$ cat src/rtl/wb_master_pkg.sv
// wb_master_pkg: shared state type and defaults for the Wishbone single-access initiator.
package wb_master_pkg;
    typedef enum logic [1:0] {IDLE, BUS, RESP} wbm_state_t;
    localparam int WBM_TIMEOUT_DEFAULT = 256;
endpackage

$ cat src/rtl/wb_master_bridge.sv
// wb_master_bridge: turns a command stream into single-beat Wishbone classic cycles with an ACK timeout.
module wb_master_bridge
    import wb_master_pkg::*;
#(
    parameter int ADDR_W  = 32,
    parameter int DATA_W  = 32,
    parameter int TIMEOUT = WBM_TIMEOUT_DEFAULT
) (
    input  logic              CLK,
    input  logic              RST_N,
    input  logic              cmd_valid,
    output logic              cmd_ready,
    input  logic              cmd_we,
    input  logic [ADDR_W-1:0] cmd_addr,
    input  logic [DATA_W-1:0] cmd_wdata,
    output logic              rsp_valid,
    input  logic              rsp_ready,
    output logic [DATA_W-1:0] rsp_rdata,
    output logic              rsp_err,
    output logic [ADDR_W-1:0] ADDR,
    output logic [DATA_W-1:0] DAT_O,
    input  logic [DATA_W-1:0] DAT_I,
    output logic              WE,
    output logic              CYC,
    output logic              STB,
    input  logic              ACK
);
    localparam int CW = $clog2(TIMEOUT + 1);

    if (TIMEOUT < 1) begin : g_timeout_check
        $error("wb_master_bridge: TIMEOUT must be >= 1");
    end

    wbm_state_t        state, state_d;
    logic [CW-1:0]     cnt, cnt_d;
    logic              we_d, err_d;
    logic [ADDR_W-1:0] addr_d;
    logic [DATA_W-1:0] wdata_d, rdata_d;

    // CYC/STB decode straight from the state register, so async reset drops them at once
    assign CYC       = (state == BUS);
    assign STB       = (state == BUS);
    assign cmd_ready = (state == IDLE);
    assign rsp_valid = (state == RESP);

    always_comb begin
        state_d = state;
        cnt_d   = cnt;
        we_d    = WE;
        addr_d  = ADDR;
        wdata_d = DAT_O;
        rdata_d = rsp_rdata;
        err_d   = rsp_err;
        case (state)
            IDLE: if (cmd_valid) begin
                state_d = BUS;
                cnt_d   = '0;
                we_d    = cmd_we;
                addr_d  = cmd_addr;
                wdata_d = cmd_wdata;
            end
            BUS: begin
                cnt_d = (cnt == CW'(TIMEOUT)) ? cnt : cnt + CW'(1);
                if (ACK) begin
                    state_d = RESP;
                    rdata_d = WE ? '0 : DAT_I;
                    err_d   = 1'b0;
                end else if (cnt == CW'(TIMEOUT - 1)) begin
                    state_d = RESP;
                    rdata_d = '0;
                    err_d   = 1'b1;
                end
            end
            RESP: state_d = rsp_ready ? IDLE : RESP;
            default: state_d = IDLE;
        endcase
    end

    always_ff @(posedge CLK or negedge RST_N) begin
        if (!RST_N) begin
            state     <= IDLE;
            cnt       <= '0;
            WE        <= 1'b0;
            ADDR      <= '0;
            DAT_O     <= '0;
            rsp_rdata <= '0;
            rsp_err   <= 1'b0;
        end else begin
            state     <= state_d;
            cnt       <= cnt_d;
            WE        <= we_d;
            ADDR      <= addr_d;
            DAT_O     <= wdata_d;
            rsp_rdata <= rdata_d;
            rsp_err   <= err_d;
        end
    end
endmodule

$ cat config.mk
export PLATFORM = sky130hd
export DESIGN_NAME = wb_master_bridge
export DESIGN_NICKNAME = d
export VERILOG_FILES = /design/src/rtl/wb_master_pkg.sv /design/src/rtl/wb_master_bridge.sv
export SDC_FILE = /design/constraint.sdc
export NUM_CORES = 1
export LEC_CHECK = 0
export BUFFER_PORTS_ARGS = -buffer_cell sky130_fd_sc_hd__buf_4
export CAP_MARGIN = 20
export CORE_ASPECT_RATIO = 0.9
export CORE_MARGIN = 5
export CORE_UTILIZATION = 40
export DETAILED_ROUTE_END_ITERATION = 7
export PLACE_DENSITY = 0.67
export SLEW_MARGIN = 25
export SYNTH_ARGS = -nofsm -noshare
export SYNTH_HDL_FRONTEND = slang
export SYNTH_SLANG_ARGS = --single-unit
$ cat constraint.sdc
create_clock -name CLK -period 3 [get_ports CLK]
set_input_delay 0.45 -clock CLK [delete_from_list [all_inputs] [get_ports CLK]]
set_output_delay 0.45 -clock CLK [all_outputs]
set_load 0.1 [all_outputs]
==> summary.md, run 1 <==
| Metric | Value |
|---|---|
| Initial antenna violation count | `0` |
| Clock root cell | `clkbuf_16` |
| Worst EP required | `2.55 ns` |
| Critical Path Fanout Max | `18` |
| Post-route DRC | `0` |
| Via count | `3449` |
| Worst-margin pin slew | `0.645 ns` |
| CORE AREA | `11500 sq um` |
| Status | `completed` |
| CP Capture Type | `primary output` |
| Final Cell Area | `6600 sq um` |
| Post-synthesis area per instance | `13.4 sq um` |
| WL/cell | `17.2 microns` |
| Path type of the worst min-delay path | `input port to async pin` |
| Area share of the largest cell type after synthesis | `0.578` |
| Slew HR | `0.570` |
| Critical-path cell list | `nand2b_1 > inv_1 > buf_4` |
| Die Height | `113 microns` |
| Hold slack | `0.115 ns` |
| DRT antenna net count | `0` |
| Final-layout fill cell count | `957` |
| Area Growth Syn to Fin | `39.9%` |
| Share of layout cells above drive strength 1 | `0.535` |
| DP HPWL | `8.91 mm` |
| Synth area leaders | `dfrtp_1 (58%), mux2_4 (20%), o21ai_0 (4.5%)` |
| Largest net degree at the start of global routing | `62` |
| Largest stage delay on the critical path | `0.42 ns` |
| Post-CTS sizing | `0` |
| Critical path data arrival time | `1.92 ns` |
| Grt ovf | `0` |
| Max Slew Vio Count | `0` |
| Slowest cell on crit path | `nand2b_1` |
| CP startpoint kind | `flip-flop` |
| CTS tree | `done` |
| Synth cell count leaders | `dfrtp_1 (109), mux2_4 (64), o21ai_0 (42)` |
| CTS max path bufs | `2` |
| Drt initial violations | `252` |
| Final Skew | `0.00638 ns` |
| Die X | `124 microns` |
| MaxCap Viol Count | `0` |
| Final min period | `2.37 ns` |
| Cts bufs inserted | `9` |
| Final Hold Viols | `0` |
| Critical path's top delay family | `buffers and inverters` |
| Synth Cell Area | `4720 sq um` |
| H-tree depth | `3` |
| Async SR Flop Fraction | `1.00` |
| CP Class | `flip-flop to primary output` |
| Final std cells w/o fill | `709` |
| Final GP Congestion | `0.848` |
| I/O Buffers | `203` |
| Clock slew at reported path FFs | `0.07 ns` |
| Syn Inst Count | `351` |
| Nets | `654` |
| DP Area | `6320 sq um` |
| Synth cell types | `36` |
| TritonRoute pass-1 iters | `4` |
| Post-synth EDFFs | `0` |
| Synth Flop Type | `dfrtp_1` |
| Clock Latency Late Sink | `0.35 ns` |
| Synth area leader | `dfrtp_1` |
| YS warnings | `0` |
| Vias/cell | `4.86` |
| CTS sink cnt | `109` |
| Total global-route track usage | `0.177` |
| Placed instance count | `694` |
| Postcts setup bufs | `0` |
| Hold_buf cts | `0` |
| Setup Total Neg Slack | `0 ns` |
| Final period util | `0.790` |
| Ports | `204` |
| Initial Utilization | `0.411` |
| First-pass GRT wire length | `19.9 mm` |
| Vias in the first global route | `3639` |
| FP Rows | `37` |
| #FFs+latches synth | `109` |
| Top-count cell post-synth | `dfrtp_1` |
| Sequential share of the synthesized area | `0.578` |
| Drt total wl | `12.2 mm` |
| Diode count | `0` |
| Setup violators final | `0` |
| WP buf/inv | `2` |
| DIE AREA | `14100 sq um` |
| Mapped Nets | `456` |
| RSZ-0062 raised after global routing | `no` |
| Max Clk Rate | `0.422 GHz` |
-- per-stage QoR --
stage / setup slack (ns) / utilization
finish: 0.631 / 0.575
global route: 0.452 / 0.575
CTS: 0.595 / 0.575
detailed placement: 0.898 / 0.551
global placement: 0.970 / 0.551
floorplan: 0.864 / -
-- worst paths after layout --
| kind | slack (ns) | start | cells after the start | end |
|---|---|---|---|---|
| hold / removal | 0.11 | RST_N | 1 | ADDR[12]$_DFFE_PN0P_ |
| hold reg to reg | 0.51 | DAT_O[16]$_DFFE_PN0P_ | 1 | DAT_O[16]$_DFFE_PN0P_ |
| max in group asynchronous | 2.14 | RST_N | 2 | DAT_O[7]$_DFFE_PN0P_ |
| min in group CLK | 0.30 | rsp_ready | 2 | state[1]$_DFFE_PN0P_ |
| setup / recovery | 0.63 | state[1]$_DFFE_PN0P_ | 3 | CYC |
| setup reg to reg | 0.89 | cnt[0]$_DFFE_PN0P_ | 8 | state[1]$_DFFE_PN0P_ |
-- sequential cells by signal, summed over array words and instances (netlist names) --
signal,count
cnt,9
rsp_err,1
rsp_rdata,32
ADDR,32
state,2
DAT_O,32
WE,1
-- cell usage in the layout, fill, tap and decap left out, types with 3 or more instances in the layout --
cell type and instances:
buf_12 3, buf_4 207, clkbuf_16 9, clkinvlp_4 3, dfrtp_1 109, ha_1 3
inv_1 7, mux2_4 64, mux2i_1 4, nand2_1 41, nor2_1 6, o21ai_0 42
o21ai_1 25
-- cell families (layout without fill, tap and decap cells) --
family,after synthesis,count (layout),share of synthesized area
AO/OA/AOI/OAI,80,80,0.0950
flip-flops,109,109,0.578
adder cells (fa/ha/maj),3,3,0.00796
buffers and inverters,30,232,0.0494
multiplexers,69,69,0.215
AND/OR/NAND/NOR,60,60,0.0547
-- routing by layer --
layer / GRT usage / part of all wire
met5: 0 / 0
met4: 0.0562 / 0.016
met1: 0.237 / 0.45
met3: 0.0684 / 0.082
met2: 0.266 / 0.45
-- area by class of cell --
type / count / area (sq um) / share of cell area
flip-flops and latches: 109 / 2730 / 0.413
clock buffers: 10 / 239 / 0.0362
well taps: 156 / 195 / 0.0296
inverters: 7 / 26.3 / 0.00398
multi-input cells: 212 / 1760 / 0.267
clock inverters: 5 / 36.3 / 0.00550
repair buffers: 210 / 1610 / 0.245
Power of run 1 is left out: the tool's default activity adds up to more than one toggle a clock period on the data nets, which glitch-free logic cannot reach.
==> inputs of run 2 (changes only) <==
--- a/config.mk
+++ b/config.mk
@@ -5,13 +5,14 @@
 export SDC_FILE = /design/constraint.sdc
 export NUM_CORES = 1
 export LEC_CHECK = 0
+export ABC_AREA = 1
 export BUFFER_PORTS_ARGS = -buffer_cell sky130_fd_sc_hd__buf_4
 export CAP_MARGIN = 20
 export CORE_ASPECT_RATIO = 0.9
 export CORE_MARGIN = 5
 export CORE_UTILIZATION = 40
 export DETAILED_ROUTE_END_ITERATION = 7
-export PLACE_DENSITY = 0.67
+export PLACE_DENSITY = 0.71
 export SLEW_MARGIN = 25
 export SYNTH_ARGS = -nofsm -noshare
 export SYNTH_HDL_FRONTEND = slang
==> constraint.sdc (replaced) <==
create_clock -name CLK -period 1.9 [get_ports CLK]
set_input_delay 0.285 -clock CLK [delete_from_list [all_inputs] [get_ports CLK]]
set_output_delay 0.285 -clock CLK [all_outputs]
set_load 0.1 [all_outputs]
==> summary.md, run 2 <==
| Metric | Value |
|---|---|
| Status | `completed (unchanged)` |
| MaxCap Viol Count | `0 (unchanged)` |
| Largest net degree at the start of global routing | `63 (was 62)` |
| Path type of the worst min-delay path | `input port to flip-flop (was input port to async pin)` |
| Most common cell after layout, fill and taps aside | `buf_4 (unchanged)` |
| Largest stage delay on the critical path | `0.41 ns (was 0.42 ns)` |
| Slowest cell on crit path | `dfrtp_1 (was nand2b_1)` |
| Async SR Flop Fraction | `1.00 (unchanged)` |
| I/O Buffers | `203 (unchanged)` |
| DRT antenna net count | `0 (unchanged)` |
| Drt initial violations | `234 (was 252)` |
| Most frequent cells in the layout | `buf_4 (210), dfrtp_1 (109), nand2_1 (93) (was buf_4 (207), dfrtp_1 (109), mux2_4 (64))` |
| CTS max path bufs | `2 (unchanged)` |
| Share of layout cells above drive strength 1 | `0.527 (was 0.535)` |
| Worst-margin pin slew | `0.400 ns (was 0.645 ns)` |
| Final Skew | `0.00543 ns (was 0.00638 ns)` |
| Clock root cell | `clkbuf_16 (unchanged)` |
| Syn Inst Count | `373 (was 351)` |
| Nets | `688 (was 654)` |
| Final period util | `0.966` |
| Total global-route track usage | `0.167 (was 0.177)` |
| Post-synth EDFFs | `0 (unchanged)` |
| Critical Path Fanout Max | `11 (was 18)` |
| Reg2reg setup slack | `0.07 ns (was 0.89 ns)` |
| Area share of the largest cell type after synthesis | `0.609 (was 0.578)` |
| Vias/cell | `4.70 (was 4.86)` |
| Hold slack | `0.151 ns (was 0.115 ns)` |
| Drt total wl | `11.6 mm (was 12.2 mm)` |
| Hold path cells | `2` |
| CTS tree | `done (unchanged)` |
| Setup Total Neg Slack | `0 ns (unchanged)` |
| Die X | `122 microns (was 124 microns)` |
| R2r startpoint | `cnt[0]$_DFFE_PN0P_ (unchanged)` |
| #FFs+latches synth | `109 (unchanged)` |
| Synth Flop Type | `dfrtp_1 (unchanged)` |
| Area Growth Syn to Fin | `47.0% (was 39.9%)` |
| Final-layout fill cell count | `903 (was 957)` |
| Sequential share of the synthesized area | `0.609 (was 0.578)` |
| Worst r2r dst | `rsp_rdata[14]$_DFFE_PN0P_ (was state[1]$_DFFE_PN0P_)` |
| Grt ovf | `0 (unchanged)` |
| Synth Cell Area | `4480 sq um (was 4720 sq um)` |
| Synth cell types | `20 (was 36)` |
| Synth area leaders | `dfrtp_1 (61%), mux2_4 (9.7%), mux2_2 (9.1%) (was dfrtp_1 (58%), mux2_4 (20%), o21ai_0 (4.5%))` |
| Biggest regs | `ADDR x32, DAT_O x32, rsp_rdata x32 (unchanged)` |
| CP Class | `flip-flop to primary output (unchanged)` |
| Mapped Nets | `478 (was 456)` |
| Post-synthesis area per instance | `12.0 sq um (was 13.4 sq um)` |
| CTS sink cnt | `109 (unchanged)` |
| Die Height | `110 microns (was 113 microns)` |
| H-tree depth | `3 (unchanged)` |
| TritonRoute pass-1 iters | `4 (unchanged)` |
| Synth area leader | `dfrtp_1 (unchanged)` |
| Slew HR | `0.733 (was 0.570)` |
| CP Capture Type | `primary output (unchanged)` |
| M1 WL | `4.65 mm (was 5.52 mm)` |
| Vias in the first global route | `3528 (was 3639)` |
| Synth cell count leaders | `dfrtp_1 (109), nand2_1 (95), nand3_1 (48) (was dfrtp_1 (109), mux2_4 (64), o21ai_0 (42))` |
| CORE AREA | `10900 sq um (was 11500 sq um)` |
| Critical-path cell list | `inv_1 > nand2_1 > inv_2 > buf_4 (was nand2b_1 > inv_1 > buf_4)` |
| Ports | `204 (unchanged)` |
| FP Rows | `36 (was 37)` |
| Clock Latency Late Sink | `0.33 ns (was 0.35 ns)` |
| Diode count | `0 (unchanged)` |
| DP HPWL | `8.68 mm (was 8.91 mm)` |
| Worst EP required | `1.62 ns (was 2.55 ns)` |
| HP Start | `rsp_ready` |
| Cts bufs inserted | `9 (unchanged)` |
| Final min period | `1.83 ns` |
| WL met2 | `6.05 mm (was 5.50 mm)` |
| Max Clk Rate | `0.545 GHz` |
| RSZ-0062 raised after global routing | `yes (was no)` |
| Via count | `3475 (was 3449)` |
| Post-route DRC | `0 (unchanged)` |
| Final Hold Viols | `0 (unchanged)` |
| WL/cell | `15.7 microns (was 17.2 microns)` |
| Max Slew Vio Count | `0 (unchanged)` |
| WL met3 | `739 microns (was 1.01 mm)` |
| WHS Endpoint | `state[1]$_DFFE_PN0P_` |
| Top-count cell post-synth | `dfrtp_1 (unchanged)` |
| Top sig layer | `met4 (unchanged)` |
| Setup violators final | `0 (unchanged)` |
| YS warnings | `0 (unchanged)` |
| Clock slew at reported path FFs | `0.07 ns (about the same)` |
| Worst reg2reg path depth | `12 (was 8)` |
| CP startpoint kind | `flip-flop (unchanged)` |
| First-pass GRT wire length | `17.7 mm (was 19.9 mm)` |
| Final GP Congestion | `0.836 (was 0.848)` |
| Initial Utilization | `0.411 (about the same)` |
| Critical path data arrival time | `1.55 ns (was 1.92 ns)` |
| Worst setup path startpoint | `state[1]$_DFFE_PN0P_ (unchanged)` |
| DIE AREA | `13400 sq um (was 14100 sq um)` |
| Initial antenna violation count | `0 (unchanged)` |
[run 2: cell types whose count changed after synthesis, moves of 25 or more]
cell,delta
mux2_2,+35
mux2_4,-35
nand2_1,+54
nand3_1,+46
o21ai_0,-39
o21ai_1,-25
[run 2: logic make-up after synthesis]
kind of cell	after synthesis	synth area share
flip-flops	109	0.609
multiplexers	65	0.188
buffers and inverters	32	0.0372
AO/OA/AOI/OAI	4	0.00503
AND/OR/NAND/NOR	159	0.151
XOR/XNOR	1	0.00196
adder cells (fa/ha/maj)	3	0.00838
[run 2: layout make-up]
class / instances / area [sq um] / area share
Clock inverter: 6 / 46.3 / 0.00703
Tap cell: 152 / 190 / 0.0289
Timing Repair Buffer: 217 / 1720 / 0.261
Sequential cell: 109 / 2730 / 0.414
Clock buffer: 10 / 229 / 0.0348
Multi-Input combinational cell: 232 / 1620 / 0.246
Inverter: 14 / 55.1 / 0.00836
[run 2: timing repair]
item                                   in CTS  in global routing
gates resized for setup                     0                  8
hold buffers                                1                  0
setup endpoints to repair                   0                 34
endpoints found under the hold margin      28                  0
buffers inserted                            0                  1
[run 2: metal layers]
| layer | vias up | global-route usage |
|---|---|---|
| li1 | 1654 | - |
| met1 | 1687 | 0.203 |
| met2 | 121 | 0.300 |
| met3 | 13 | 0.0388 |
| met4 | 0 | 0.0480 |
| met5 | - | 0 |
[run 2: how the worst max path moves through the flow]
stage	to	slack, ns	depth (start not counted)
floorplan	ADDR[0]$_DFFE_PN0P_	0.11	5
global placement	rsp_rdata[16]$_DFFE_PN0P_	0.11	12
detailed placement	rsp_rdata[30]$_DFFE_PN0P_	0.03	12
CTS	rsp_rdata[30]$_DFFE_PN0P_	0.008	12
global route	CYC	-0.05	4
finish	CYC	0.07	4
[run 2: critical path: cells and delay by family, from the launching register on]
family                 cells  cell delay, ns
flip-flops                 1            0.41
buffers and inverters      3            0.66
AND/OR/NAND/NOR            1            0.15
[run 2: through the flow]
step                instances  utilization  worst slack (ns)  area [sq um]
detailed placement        720        0.570            0.0272          6220
floorplan                 373            -             0.111          4490
finish                    740        0.604            0.0655          6580
global placement          720        0.570             0.115          6220
global route              740        0.604           -0.0451          6580
CTS                       737        0.597           0.00829          6500
Power of run 2 is left out for the same reason.
